**config.mk**
```make
export PLATFORM = sky130hd
export DESIGN_NAME = trigger_seq_gen
export DESIGN_NICKNAME = d
export VERILOG_FILES = /design/src/rtl/trigger_seq_gen.sv
export SDC_FILE = /design/constraint.sdc
export NUM_CORES = 1
export LEC_CHECK = 0
export ABC_AREA = 1
export BUFFER_PORTS_ARGS = -buffer_cell sky130_fd_sc_hd__buf_2
export CORE_MARGIN = 1
export CORE_UTILIZATION = 30
export CTS_BUF_LIST = sky130_fd_sc_hd__clkbuf_8
export DETAILED_ROUTE_END_ITERATION = 8
export PLACE_DENSITY = 0.57
export SLEW_MARGIN = 20
export SYNTH_ARGS = -nofsm -noshare
export SYNTH_HDL_FRONTEND = slang
export SYNTH_SLANG_ARGS = --single-unit
```
**constraint.sdc**
```tcl
create_clock -name clk -period 6.15 [get_ports clk]
set_input_delay 0.9225 -clock clk [delete_from_list [all_inputs] [get_ports clk]]
set_output_delay 0.9225 -clock clk [all_outputs]
set_load 0.05 [all_outputs]
```
**src/rtl/trigger_seq_gen.sv**
```systemverilog
// trigger_seq_gen: multi-stage ADC threshold sequencer.
// The sequence is: a start pulse, then a stop pulse, then a fire pulse. The
// start-to-stop time of flight is measured, replayed as a scaled delay, and
// then followed by a trigger output.
module trigger_seq_gen #(
    parameter int NUM_CH         = 4,
    parameter int ADC_DATA_WIDTH = 16,
    parameter int CNT_WIDTH      = 32,
    parameter int FRAC_BITS      = 16,
    parameter int CH_SEL_W       = 3
) (
    input  logic                            clk,
    input  logic                            rst,
    input  logic [NUM_CH*2*ADC_DATA_WIDTH-1:0] adc_data,
    input  logic [NUM_CH-1:0]               adc_valid,
    input  logic                            trig_enable,
    input  logic                            auto_rearm,
    input  logic [CNT_WIDTH-1:0]            holdoff_cycles,
    input  logic [CNT_WIDTH-1:0]            timeout_cycles,
    input  logic [3*CH_SEL_W-1:0]           stage_chan,
    input  logic [2:0]                      stage_pol,
    input  logic [3*ADC_DATA_WIDTH-1:0]     stage_level,
    input  logic [CNT_WIDTH-1:0]            delay_mul,
    output logic [CNT_WIDTH-1:0]            pulse_tof,
    output logic                            detect_pls_0,
    output logic                            detect_pls_1,
    output logic                            timeout_flag,
    output logic [2:0]                      state_o
);

    localparam int SW = ADC_DATA_WIDTH + 1;
    localparam logic [CNT_WIDTH-1:0] CNT_ONE  = {{(CNT_WIDTH-1){1'b0}}, 1'b1};
    localparam logic [CNT_WIDTH-1:0] DLY_STEP = CNT_ONE << FRAC_BITS;

    typedef enum logic [2:0] {
        ST_IDLE      = 3'd0,
        ST_ARMED     = 3'd1,
        ST_START_HIT = 3'd2,
        ST_STOP_HIT  = 3'd3,
        ST_DELAY     = 3'd4,
        ST_TRIGGER   = 3'd5
    } state_t;

    state_t                   state_r;
    logic signed [SW-1:0]     sum_r [NUM_CH];
    logic [CNT_WIDTH-1:0]     hold_cnt_r;
    logic [CNT_WIDTH-1:0]     tof_acc_r;
    logic [CNT_WIDTH-1:0]     dly_cnt_r;
    logic [CNT_WIDTH-1:0]     tmo_cnt_r;
    logic                     en_d_r;

    logic [2:0]               stage_match_s;
    logic [CH_SEL_W-1:0]      chan_s;
    logic signed [SW-1:0]     lvl_s;
    logic signed [SW-1:0]     sel_s;
    logic                     sel_hit_s;
    logic                     tmo_expire_s;

    // Sign-extend both samples of a pair and add them at one extra bit.
    function automatic logic [SW-1:0] pair_sum(input logic [2*ADC_DATA_WIDTH-1:0] pair);
        logic [SW-1:0] a;
        logic [SW-1:0] b;
        a = {pair[ADC_DATA_WIDTH-1], pair[ADC_DATA_WIDTH-1:0]};
        b = {pair[2*ADC_DATA_WIDTH-1], pair[2*ADC_DATA_WIDTH-1:ADC_DATA_WIDTH]};
        return a + b;
    endfunction

    // Unsigned add that sticks at all-ones instead of wrapping.
    function automatic logic [CNT_WIDTH-1:0] sat_add(input logic [CNT_WIDTH-1:0] a,
                                                      input logic [CNT_WIDTH-1:0] b);
        logic [CNT_WIDTH:0] full;
        full = {1'b0, a} + {1'b0, b};
        if (full[CNT_WIDTH]) begin
            return {CNT_WIDTH{1'b1}};
        end else begin
            return full[CNT_WIDTH-1:0];
        end
    endfunction

    // Register per-channel sample-pair sums; hold them while a channel is not valid.
    always_ff @(posedge clk) begin
        if (rst) begin
            for (int k = 0; k < NUM_CH; k++) begin
                sum_r[k] <= '0;
            end
        end else begin
            for (int k = 0; k < NUM_CH; k++) begin
                if (adc_valid[k]) begin
                    sum_r[k] <= $signed(pair_sum(adc_data[k*2*ADC_DATA_WIDTH +: 2*ADC_DATA_WIDTH]));
                end
            end
        end
    end

    // Evaluate each stage's strict threshold compare; out-of-range channels never match.
    always_comb begin
        stage_match_s = 3'b000;
        chan_s        = '0;
        lvl_s         = '0;
        sel_s         = '0;
        sel_hit_s     = 1'b0;
        for (int s = 0; s < 3; s++) begin
            chan_s    = stage_chan[s*CH_SEL_W +: CH_SEL_W];
            lvl_s     = $signed({stage_level[s*ADC_DATA_WIDTH +: ADC_DATA_WIDTH], 1'b0});
            sel_s     = '0;
            sel_hit_s = 1'b0;
            for (int k = 0; k < NUM_CH; k++) begin
                if (chan_s == CH_SEL_W'(k)) begin
                    sel_s     = sum_r[k];
                    sel_hit_s = 1'b1;
                end else begin
                    sel_s     = sel_s;
                end
            end
            if (!sel_hit_s) begin
                stage_match_s[s] = 1'b0;
            end else if (stage_pol[s]) begin
                stage_match_s[s] = (sel_s > lvl_s);
            end else begin
                stage_match_s[s] = (sel_s < lvl_s);
            end
        end
    end

    // Timeout fires on the cycle the dwell counter would reach the programmed limit.
    always_comb begin
        if (timeout_cycles != '0) begin
            tmo_expire_s = (tmo_cnt_r >= (timeout_cycles - CNT_ONE));
        end else begin
            tmo_expire_s = 1'b0;
        end
    end

    // Sequence FSM together with its counters and registered outputs.
    always_ff @(posedge clk) begin
        if (rst) begin
            state_r      <= ST_IDLE;
            detect_pls_0 <= 1'b0;
            detect_pls_1 <= 1'b0;
            timeout_flag <= 1'b0;
            pulse_tof    <= '0;
            hold_cnt_r   <= holdoff_cycles;
            tof_acc_r    <= '0;
            dly_cnt_r    <= '0;
            tmo_cnt_r    <= '0;
            en_d_r       <= 1'b0;
        end else begin
            en_d_r <= trig_enable;
            // Re-enabling is the only way besides reset to clear a past timeout.
            if (trig_enable && !en_d_r) begin
                timeout_flag <= 1'b0;
            end
            if (!trig_enable) begin
                state_r      <= ST_IDLE;
                detect_pls_0 <= 1'b0;
                detect_pls_1 <= 1'b0;
                hold_cnt_r   <= holdoff_cycles;
            end else begin
                case (state_r)
                    ST_IDLE: begin
                        detect_pls_0 <= 1'b0;
                        detect_pls_1 <= 1'b0;
                        if (hold_cnt_r == '0) begin
                            state_r <= ST_ARMED;
                        end else begin
                            hold_cnt_r <= hold_cnt_r - CNT_ONE;
                        end
                    end
                    ST_ARMED: begin
                        if (stage_match_s[0]) begin
                            state_r      <= ST_START_HIT;
                            detect_pls_0 <= 1'b1;
                            tof_acc_r    <= '0;
                            tmo_cnt_r    <= '0;
                        end
                    end
                    ST_START_HIT: begin
                        // A stop match wins over a timeout on the same cycle.
                        if (stage_match_s[1]) begin
                            pulse_tof <= tof_acc_r;
                            state_r   <= ST_STOP_HIT;
                            tmo_cnt_r <= '0;
                        end else if (tmo_expire_s) begin
                            state_r      <= ST_IDLE;
                            detect_pls_0 <= 1'b0;
                            detect_pls_1 <= 1'b0;
                            timeout_flag <= 1'b1;
                            hold_cnt_r   <= holdoff_cycles;
                        end else begin
                            tof_acc_r <= sat_add(tof_acc_r, delay_mul);
                            if (timeout_cycles != '0) begin
                                tmo_cnt_r <= tmo_cnt_r + CNT_ONE;
                            end
                        end
                    end
                    ST_STOP_HIT: begin
                        if (stage_match_s[2]) begin
                            state_r      <= ST_DELAY;
                            dly_cnt_r    <= '0;
                            detect_pls_0 <= 1'b0;
                        end else if (tmo_expire_s) begin
                            state_r      <= ST_IDLE;
                            detect_pls_0 <= 1'b0;
                            detect_pls_1 <= 1'b0;
                            timeout_flag <= 1'b1;
                            hold_cnt_r   <= holdoff_cycles;
                        end else begin
                            if (timeout_cycles != '0) begin
                                tmo_cnt_r <= tmo_cnt_r + CNT_ONE;
                            end
                        end
                    end
                    ST_DELAY: begin
                        // The delay counter runs in fixed point, so one step equals one tof unit.
                        if (dly_cnt_r >= pulse_tof) begin
                            state_r      <= ST_TRIGGER;
                            detect_pls_0 <= 1'b1;
                            detect_pls_1 <= 1'b1;
                        end else begin
                            dly_cnt_r <= sat_add(dly_cnt_r, DLY_STEP);
                        end
                    end
                    ST_TRIGGER: begin
                        if (auto_rearm) begin
                            state_r      <= ST_IDLE;
                            detect_pls_0 <= 1'b0;
                            detect_pls_1 <= 1'b0;
                            hold_cnt_r   <= holdoff_cycles;
                        end
                    end
                    default: begin
                        state_r      <= ST_IDLE;
                        detect_pls_0 <= 1'b0;
                        detect_pls_1 <= 1'b0;
                        hold_cnt_r   <= holdoff_cycles;
                    end
                endcase
            end
        end
    end

    assign state_o = state_r;

endmodule

```
==> reports/metrics.yaml, run 1 <==
layout:
  fin_area_um2: 24860
  final_core_util: 0.3532
  drive_gt1_frac: 0.1321
  final_cells: 4536
  nets: 4059
  area_growth_pct: 15.94
floorplan:
  start_util: 0.3046
  coreArea_um2: 70390
  io-pin-count: 330
  die_w_um: 269.3
  fp.dieArea_um2: 72550
  fp.dieH_um: 269.3
  rows: 97
global_route:
  grt_pass1_vias: 20994
  grtUsageTotal: 0.1991
  grt_pass1_wl_um: 115900
  grt_max_degree: 76
  overflow: 0
  antenna_found_initial: 22
pwr:
  power_frac_seq: 0.414
  powerDensity_nw_per_um2: 165.0
  leakagePower_nw: 11.98
  p_int_mw: 2.792
  ir_drop_v: 0.0001818
  finalPower_mw: 4.103
  p_comb_frac: 0.197
  p_sw_mw: 1.311
  switching_share: 0.3196
  p_clk_frac: 0.388
setup_path:
  critPathArrivalTime_ns: 4.90
  critical-path-slowest-cell: "buf_4"
  critical_path_required_ns: 6.38
  max_stage_delay_ns: 0.39
  end_kind: "flop"
  start_kind: "primary input"
  crit_type: "primary input to flop"
  path_max_fanout: 32
  cp_common_cell: "nand2_1"
route:
  top_layer_used: "met5"
  wl_met3_um: 4863
  drt_iter0_markers: 1593
  dr_total_vias: 22374
  wl_per_cell_um: 16.39
  wirelength_um: 74350
  drt_first_pass_iters: 5
  drcViolationCount: 0
  wl_met1_um: 33760
  route.met2.wl_um: 33530
  via_per_inst: 4.933
  final_antenna_net_count: 0
logic_synthesis:
  synth_cell_types: 59
  synth_area_um2: 21440
  seq_area_frac_synth: 0.2521
  yosys_warnings: 0
  ys_async_sr_fraction: 0
  ys.flop_type: "dfxtp_1"
  synthCells: 3251
  syn_area_per_cell_um2: 6.595
  ys_ff_latch: 220
  syn_nets: 3760
  synth_edf_count: 100
sta:
  final.setup.tns_ns: 0
  slew_violations: 0
  rsz0062_at_grt: "no"
  max_slew_margin: 0.3636
  max_freq_ghz: 0.2141
  min_period_over_period: 0.7593
  final.min_clock_period_ns: 4.670
  setup_viol: 0
  final-hold-violation-count: 0
  finalClockSkew_ns: 0.04343
  worstMarginPinSlew_ns: 0.9535
  hold_slack_ns: 0.4746
  finalWorstSetupSlack_ns: 1.480
clock_tree:
  cts-hold-fix-buffers: 0
  cts_setup_buffers: 0
  insertion_delay_ns: 0.62
  cts_sinks: 220
  clk_pin_slew_ns: 0.06
  cts_max_path_buffers: 3
  cts_made_buffers: 46
  htreeDepth: 2
  ctsResizeCount: 0
  cts_tree: "done"
  clockRootBuffer: "clkbuf_8"
place:
  dp_hpwl_um: 59250
  io_buffer_count: 329
  dpl_worst_slack_ns: 0.7766
  gp_congestion: 0.9324
  placed_area_um2: 23910
  place_inst: 4442
flow_run:
  cap_violations: 0
hold_path:
  min_path_type: "flop to flop"
outcome:
  status: "finished, final reports clean"
[synthesized netlist by cell type, drive strengths merged (5+ instances only)]
cell | n | area, um^2
a21boi | 10 | 75.07
a21o | 10 | 75.07
a21oi | 358 | 1814
a22oi | 25 | 187.7
a31oi | 40 | 250.2
buf | 51 | 335.3
clkbuf | 41 | 156.4
dfxtp | 120 | 2402
edfxtp | 100 | 3003
fa | 5 | 100.1
ha | 212 | 2653
inv | 453 | 1700
mux2i | 6 | 60.06
nand2 | 770 | 2928
nand3 | 225 | 1161
nand3b | 7 | 52.55
nand4 | 75 | 469.2
nor2 | 286 | 1139
nor3 | 55 | 311.6
nor4 | 8 | 56.30
o21a | 20 | 150.1
o21ai | 198 | 994.7
o21bai | 6 | 45.04
o22ai | 50 | 312.8
or2 | 9 | 56.31
xnor2 | 23 | 201.4
xor2 | 62 | 543.0
[final cells by class]
type / count / area [um^2]
fillers: 7750 / 45530
flip-flops and latches: 220 / 5405
well taps: 940 / 1176
multi-input cells: 2483 / 13830
clock inverters: 28 / 147.6
inverters: 453 / 1700
clock buffers: 57 / 784.5
diodes: 9 / 22.52
repair buffers: 346 / 1789
[sequential cells by signal, indices dropped and copies added (netlist names)]
register and cells:
pulse_tof 32, timeout_flag 1, hold_cnt_r 32, detect_pls_0 1
tof_acc_r 32, state_o 3, sum_r 68, tmo_cnt_r 32
en_d_r 1, detect_pls_1 1, dly_cnt_r 17
[cells in the final DEF, fill, tap and decap left out, drive strengths merged, types with 2 or more instances in the layout]
cell,synthesis,final
and3,2,2
a221oi,2,2
a22oi,25,25
o22ai,50,50
clkinv,0,7
o21a,20,20
a21boi,10,10
nand3,225,225
nor3,55,55
dfxtp,120,120
nor4,8,8
inv,453,473
fa,5,5
o21bai,6,6
mux2i,6,6
xnor2,23,23
nand2,770,770
a21o,10,10
and2,3,3
xor2,62,62
or2,9,9
a31oi,40,40
nand4,75,75
nand3b,7,7
clkbuf,41,57
o21ai,198,198
nor2,286,286
o221ai,2,2
a21oi,358,358
o211ai,4,4
edfxtp,100,100
ha,212,212
buf,51,346
o31ai,4,4
diode,0,9
[power groups by stage]
stage	Combinational, mW	Clock (mW)	Sequential [mW]
6_report	0.810	1.59	1.70
5_1_grt	0.925	1.71	1.70
4_1_cts	0.814	1.64	1.70
3_5_place_dp	0.810	0	1.73
3_3_place_gp	0.805	0	1.73
2_1_floorplan	0.533	0	1.68
[routing by layer]
metal / global-route usage / up-vias
met3: 0.03616 / 134
met4: 0.05816 / 16
met2: 0.3279 / 634
li1: - / 11589
met1: 0.2638 / 10001
met5: 0 / -
[worst max-delay path, delay by kind of cell]
family | cells | cell delay, ns
and+or+nand+nor | 19 | 2.66
buffers and inverters | 3 | 0.58
adders and majority gates | 2 | 0.46
AOI/OAI and AO/OA | 2 | 0.26
[kinds of logic (layout without fill, tap and decap cells)]
group | Yosys count | after routing | share of synthesized area
AND/OR/NAND/NOR | 1441 | 1441 | 0.2900
AO/OA/AOI/OAI | 734 | 734 | 0.1886
buffers and inverters | 548 | 884 | 0.1035
flip-flops | 220 | 220 | 0.2521
adder cells (fa/ha/maj) | 217 | 217 | 0.1284
XOR/XNOR | 85 | 85 | 0.03472
multiplexers | 6 | 6 | 0.002801
other | 0 | 9 | 0
[path summary, 6_finish.rpt]
check	start	endpoint	slack, ns	cells past startpoint
setup reg to reg	tof_acc_r[0]	tof_acc_r[28]	2.49	18
setup / recovery	timeout_cycles[0]	hold_cnt_r[27]	1.48	26
hold / removal	pulse_tof[15]	pulse_tof[15]	0.47	2
hold reg to reg	pulse_tof[15]	pulse_tof[15]	0.47	2
Note: power is estimated with default switching activity, not from simulation.
==> run 2: changes to the inputs <==
--- a/config.mk
+++ b/config.mk
@@ -5,13 +5,13 @@
 export SDC_FILE = /design/constraint.sdc
 export NUM_CORES = 1
 export LEC_CHECK = 0
-export ABC_AREA = 1
+export ABC_AREA = 0
 export BUFFER_PORTS_ARGS = -buffer_cell sky130_fd_sc_hd__buf_2
 export CORE_MARGIN = 1
 export CORE_UTILIZATION = 30
 export CTS_BUF_LIST = sky130_fd_sc_hd__clkbuf_8
 export DETAILED_ROUTE_END_ITERATION = 8
-export PLACE_DENSITY = 0.57
+export PLACE_DENSITY = 0.59
 export SLEW_MARGIN = 20
 export SYNTH_ARGS = -nofsm -noshare
 export SYNTH_HDL_FRONTEND = slang
==> constraint.sdc (replaced) <==
create_clock -name clk -period 3.9 [get_ports clk]
set_input_delay 0.585 -clock clk [delete_from_list [all_inputs] [get_ports clk]]
set_output_delay 0.585 -clock clk [all_outputs]
set_load 0.05 [all_outputs]
==> run 2 against run 1 <==
Compared with the run above:
- the flow now finishes with violations (setup timing)
- highest routed layer unchanged
- clock power grew 50%
- die area decreased by 14%
- routed wire length shrank 15%
- critical path depth decreased by 13
- core utilization rose by 5.4 points
- synthesized area down 14%
- critical endpoint is now tof_acc_r[25]
- sequential power is 56% higher
- combinational power is 85% higher
==> reports/metrics.yaml, run 2 <==
logic_synthesis:
  syn_nets: 2612
  yosysMostFrequentCell: "ha_1"
  yosys_warnings: 0
  synth_edf_count: 100
  synthTopCellsByCount: "212 x ha_1, 211 x nor2_1, 181 x nand2_1"
  synth_top_area_cell: "edfxtp_1"
  seq_area_frac_synth: 0.2921
  netlist.area_leader.share: 0.1623
  ys_ff_latch: 220
  synthCells: 2103
  syn_area_per_cell_um2: 8.799
  synth_area_um2: 18500
  synth_top_cells_by_area: "edfxtp_1 16%, ha_1 14%, dfxtp_1 13%, mux4_2 6.2%, xnor2_1 4.6%"
  ys.flop_type: "dfxtp_1"
  ys_async_sr_fraction: 0
  synth_cell_types: 80
pwr:
  leakagePower_nw: 10.56
  powerDensity_nw_per_um2: 265.0
  ir_drop_v: 0.0001748
clock_tree:
  cts_tree: "done"
  insertion_delay_ns: 0.62
  clk_pin_slew_ns: 0.06
  clockRootBuffer: "clkbuf_8"
  cts-hold-fix-buffers: 0
  cts_max_path_buffers: 3
  cts_made_buffers: 42
  cts_sinks: 220
  htreeDepth: 2
route:
  dr_total_vias: 17705
  final_antenna_net_count: 0
  wl_per_cell_um: 18.48
  via_per_inst: 5.189
  drt_iter0_markers: 1098
  drt_first_pass_iters: 8
  drcViolationCount: 0
  wirelength_um: 63050
global_route:
  grt_pass1_wl_um: 96130
  grt_pass1_vias: 17817
  antenna_found_initial: 17
  grt_max_degree: 58
  overflow: 0
  grtUsageTotal: 0.1944
floorplan:
  io-pin-count: 330
  start_util: 0.3049
  rows: 90
  fp.dieH_um: 250.4
  coreArea_um2: 60700
  die_w_um: 250.4
  fp.dieArea_um2: 62680
sta:
  min_period_over_period: 1.058
  finalClockSkew_ns: 0.02936
  worstMarginPinSlew_ns: 0.9703
  rsz0062_at_grt: "yes"
  final.min_clock_period_ns: 4.126
  final-hold-violation-count: 0
  finalWorstSetupSlack_ns: -0.2262
  max_slew_margin: 0.3516
  slew_violations: 0
  setup_viol: 96
  max_freq_ghz: 0.2424
setup_path:
  worstReg2RegEnd: "tof_acc_r[25]"
  r2r_setup_slack_ns: -0.23
  r2r_cells: 13
  start_kind: "flop"
  path_max_fanout: 5
  end_kind: "flop"
  critical_path_required_ns: 4.43
  r2r_start: "sum_r[1][13]"
  critPathArrivalTime_ns: 4.66
  crit_type: "flop to flop"
layout:
  n_fill_cell: 5927
  final_cells: 3412
  drive_gt1_frac: 0.2978
  largest_reg_flops: 68
  area_growth_pct: 33.62
  nets: 3100
  final_common_cell: "buf_2"
  final_cell_mix: "329 x buf_2, 208 x nor2_1, 205 x ha_1"
  regMostFlops: "sum_r"
hold_path:
  hold_start: "holdoff_cycles[16]"
  min_path_type: "primary input to flop"
  holdPathEnd: "hold_cnt_r[16]"
  hold_path_depth: 3
place:
  place_inst: 3281
  dp_hpwl_um: 49240
  gp_congestion: 0.8781
  dpl_worst_slack_ns: -0.9989
  io_buffer_count: 329
outcome:
  violations: "setup timing"
  status: "complete, but fails checks"
flow_run:
  cap_violations: 0
-- run 2: cell count changes after synthesis, sizes merged, moves of 74 or more --
cell   previous run  this run
nand2           770       181
nand3           225        49
inv             453       141
nor2            286       211
a21oi           358       109
xnor2            23        97
-- run 2: critical path, stage by stage (launching register included) --
cell and delay (ns):
edfxtp_1 0.47, mux4_2 0.52, nor2b_4 0.16, ha_4 0.27, nand4_1 0.11, or4_4 0.53
a21o_1 0.19, o211ai_1 0.21, nor4bb_4 0.28, o211ai_1 0.18, o31a_1 0.20, or4_4 0.57
clkbuf_16 0.22, o21ai_2 0.12
-- run 2: worst max-delay path by stage --
stage / startpoint / endpoint / slack [ns] / cells after the start
3_3_place_gp: timeout_cycles[2] / tof_acc_r[0] / -0.92 / 18
5_1_grt: sum_r[3][13] / tof_acc_r[5] / -0.38 / 14
4_1_cts: sum_r[1][11] / tmo_cnt_r[30] / -0.22 / 13
3_5_place_dp: timeout_cycles[2] / tof_acc_r[3] / -1.0 / 17
6_report: sum_r[1][13] / tof_acc_r[25] / -0.23 / 13
2_1_floorplan: timeout_cycles[2] / hold_cnt_r[0] / -0.59 / 15
-- run 2: area by class of cell --
cell class | count | area, um^2 | area share
Multi-Input combinational cell | 1669 | 13330 | 0.5390
Sequential cell | 220 | 5405 | 0.2186
Timing Repair Buffer | 517 | 3602 | 0.1457
Tap cell | 782 | 978.4 | 0.03957
Clock buffer | 50 | 688.2 | 0.02783
Inverter | 141 | 529.3 | 0.02141
Clock inverter | 26 | 177.7 | 0.007186
Antenna cell | 7 | 17.52 | 0.0007085
-- run 2: cell families (layout without fill, tap and decap cells) --
kind of cell | count (synthesis) | in the layout | synth area share
DFF | 220 | 220 | 0.2921
buffers and inverters | 215 | 734 | 0.04463
AOI/OAI and AO/OA | 455 | 455 | 0.1571
and+or+nand+nor | 759 | 760 | 0.2044
adders and majority gates | 217 | 217 | 0.1488
xor gates and xnor gates | 144 | 144 | 0.06816
muxes | 93 | 93 | 0.08486
other | 0 | 7 | 0
-- run 2: power by group --
part	internal [mW]	leakage [nW]	switching (mW)
clock network	1.31	0.498	1.08
registers	2.54	2.04	0.114
logic	0.753	8.02	0.752
total	4.60	10.6	1.95
-- run 2: metal layers --
metal / GRT usage / up-vias / part of all wire
met3: 0.03928 / 126 / 0.058
met1: 0.2489 / 8346 / 0.45
met5: 0 / - / 0.0019
li1: - / 8710 / -
met2: 0.3245 / 503 / 0.46
met4: 0.06538 / 20 / 0.032
-- run 2: repair_timing --
action,4_1_cts,5_1_grt
gates resized for setup,80,76
endpoints found under the setup margin,133,143
gates cloned,10,4
pin swaps,51,53
buffers inserted,26,13
-- run 2: through the flow --
stage               area, um^2  power, mW  utilization  hold slack (ns)  setup TNS [ns]
global route             24720      6.892       0.4072           0.2228          -31.04
global placement         22460      4.079       0.3700           0.4595          -93.83
finish                   24730      6.551       0.4074           0.2607          -14.82
CTS                      24240      6.585       0.3994           0.2070          -14.58
detailed placement       22460      4.117       0.3700           0.4672         -102.29
floorplan                19130      3.537            -           0.4417          -46.83
==> run 3: changes to the inputs <==
--- a/config.mk
+++ b/config.mk
@@ -7,9 +7,10 @@
 export LEC_CHECK = 0
 export ABC_AREA = 0
 export BUFFER_PORTS_ARGS = -buffer_cell sky130_fd_sc_hd__buf_2
+export CAP_MARGIN = 15
 export CORE_MARGIN = 1
 export CORE_UTILIZATION = 30
-export CTS_BUF_LIST = sky130_fd_sc_hd__clkbuf_8
+export CTS_BUF_LIST = sky130_fd_sc_hd__clkbuf_16
 export DETAILED_ROUTE_END_ITERATION = 8
 export PLACE_DENSITY = 0.59
 export SLEW_MARGIN = 20
==> run 3 against run 2 <==
Compared with the run above:
- the flow still finishes with violations (setup timing)
- final area hardly changed
- maximum frequency decreased by 1.3%
- hold slack improved by 0.053 ns
- global-route usage down 0.33 points
- die area stayed put
- cell count down 1.5%
- flip-flop and latch count unchanged
- critical path depth increased by 4
- first-iteration DRC count down 4.6%
- routed wire length down 1.5%
- largest cell class unchanged
==> reports/metrics.yaml, run 3 (synthesis results as in run 2) <==
flow_run:
  cap_violations: 0
setup_path:
  setup.worst_path.end: "tof_acc_r[4]"
  r2r_start: "sum_r[1][13]"
  start_kind: "primary input"
  path_max_fanout: 9
  critical_path_required_ns: 4.36
  critPathArrivalTime_ns: 4.64
  startpoint: "timeout_cycles[2]"
  end_kind: "flop"
  crit_type: "primary input to flop"
  r2r_cells: 13
  r2r_setup_slack_ns: -0.22
  worstReg2RegEnd: "tof_acc_r[4]"
floorplan:
  die_w_um: 250.4
  start_util: 0.3049
  rows: 90
  fp.dieH_um: 250.4
  io-pin-count: 330
  coreArea_um2: 60700
  fp.dieArea_um2: 62680
pwr:
  p_int_mw: 4.816
  leakagePower_nw: 10.38
  finalPower_mw: 6.676
  power_frac_seq: 0.398
  switching_share: 0.2786
  ir_drop_v: 0.0002501
  p_sw_mw: 1.860
  p_comb_frac: 0.227
  p_clk_frac: 0.374
  powerDensity_nw_per_um2: 270.3
layout:
  final_cell_mix: "327 x buf_2, 201 x ha_1, 184 x nor2_1"
  final_common_cell: "buf_2"
  final_core_util: 0.4070
  n_fill_cell: 5907
  final_cells: 3361
  nets: 3066
  fin_area_um2: 24700
  regMostFlops: "sum_r"
  area_growth_pct: 33.49
  drive_gt1_frac: 0.2993
  largest_reg_flops: 68
global_route:
  grt_pass1_wl_um: 95560
  grt_pass1_vias: 17695
  grtUsageTotal: 0.1911
  antenna_found_initial: 14
  overflow: 0
  grt_max_degree: 58
clock_tree:
  cts_made_buffers: 25
  htreeDepth: 1
  cts_tree: "done"
  cts_max_path_buffers: 3
  clockRootBuffer: "clkbuf_16"
  insertion_delay_ns: 0.55
  cts-hold-fix-buffers: 0
  cts_sinks: 220
  clk_pin_slew_ns: 0.06
sta:
  finalClockSkew_ns: 0.02208
  max_freq_ghz: 0.2393
  finalWorstSetupSlack_ns: -0.2793
  final.min_clock_period_ns: 4.179
  rsz0062_at_grt: "yes"
  slew_violations: 0
  final-hold-violation-count: 0
  min_period_over_period: 1.072
  max_slew_margin: 0.3534
  setup_viol: 94
  final.setup.tns_ns: -15.01
  hold_slack_ns: 0.3132
  worstMarginPinSlew_ns: 0.9676
hold_path:
  min_path_type: "primary input to flop"
  hold_path_depth: 3
route:
  drt_iter0_markers: 1047
  dr_total_vias: 17528
  final_antenna_net_count: 0
  via_per_inst: 5.215
  drt_first_pass_iters: 5
  drcViolationCount: 0
  wirelength_um: 62110
  wl_per_cell_um: 18.48
outcome:
  status: "complete, but fails checks"
  violations: "setup timing"
place:
  dp_hpwl_um: 49240
  io_buffer_count: 329
  place_inst: 3281
  gp_congestion: 0.8781
  dpl_worst_slack_ns: -0.9989
  placed_area_um2: 22460
run 3: worst min-delay path by stage:
stage	startpoint	end	slack, ns
floorplan	tof_acc_r[11]	tof_acc_r[11]	0.44
global placement	tof_acc_r[26]	tof_acc_r[26]	0.46
detailed placement	tof_acc_r[27]	tof_acc_r[27]	0.47
CTS	holdoff_cycles[16]	hold_cnt_r[16]	0.29
global route	holdoff_cycles[18]	hold_cnt_r[18]	0.31
finish	holdoff_cycles[16]	hold_cnt_r[16]	0.31
run 3: layer usage:
metal / global-route usage / share of wire / vias to the layer above
met2: 0.3260 / 0.47 / 496
li1: - / - / 8616
met5: 0 / 0.0018 / -
met3: 0.02837 / 0.051 / 101
met4: 0.05749 / 0.029 / 18
met1: 0.2479 / 0.45 / 8297
run 3: critical path: stages:
cell and delay [ns]:
buf_6 0.09, or4_4 0.55, nor3_4 0.15, nor4b_4 0.31, nand2_1 0.16, nor2_2 0.15
xnor2_1 0.13, ha_1 0.27, a221oi_2 0.26, o21ai_1 0.09, a211o_1 0.28, a31oi_4 0.25
o31ai_2 0.13, o31a_1 0.29, or4_4 0.58, clkbuf_16 0.23, o21ai_1 0.13
run 3: what timing repair did:
action	CTS	global route
cloned	10	4
resized for setup	74	134
setup buffers	20	9
endpoints found under the setup margin	133	147
pin swaps	41	52
run 3: layout make-up:
cell class / count / area (um^2) / share of cell area
antenna: 3 / 7.507 / 0.0003039
multi-input combinational: 1668 / 13490 / 0.5459
clock buffer: 27 / 675.6 / 0.02735
timing repair buffer: 501 / 3421 / 0.1385
tap: 782 / 978.4 / 0.03961
clock inverter: 19 / 198.9 / 0.008054
sequential: 220 / 5405 / 0.2188
inverter: 141 / 529.3 / 0.02143
run 3: power groups by stage:
stage / clock, mW / combinational (mW) / sequential, mW
4_1_cts: 2.56 / 1.46 / 2.66
2_1_floorplan: 0 / 0.895 / 2.64
3_3_place_gp: 0 / 1.38 / 2.70
6_report: 2.50 / 1.52 / 2.66
5_1_grt: 2.65 / 1.67 / 2.67
3_5_place_dp: 0 / 1.41 / 2.71
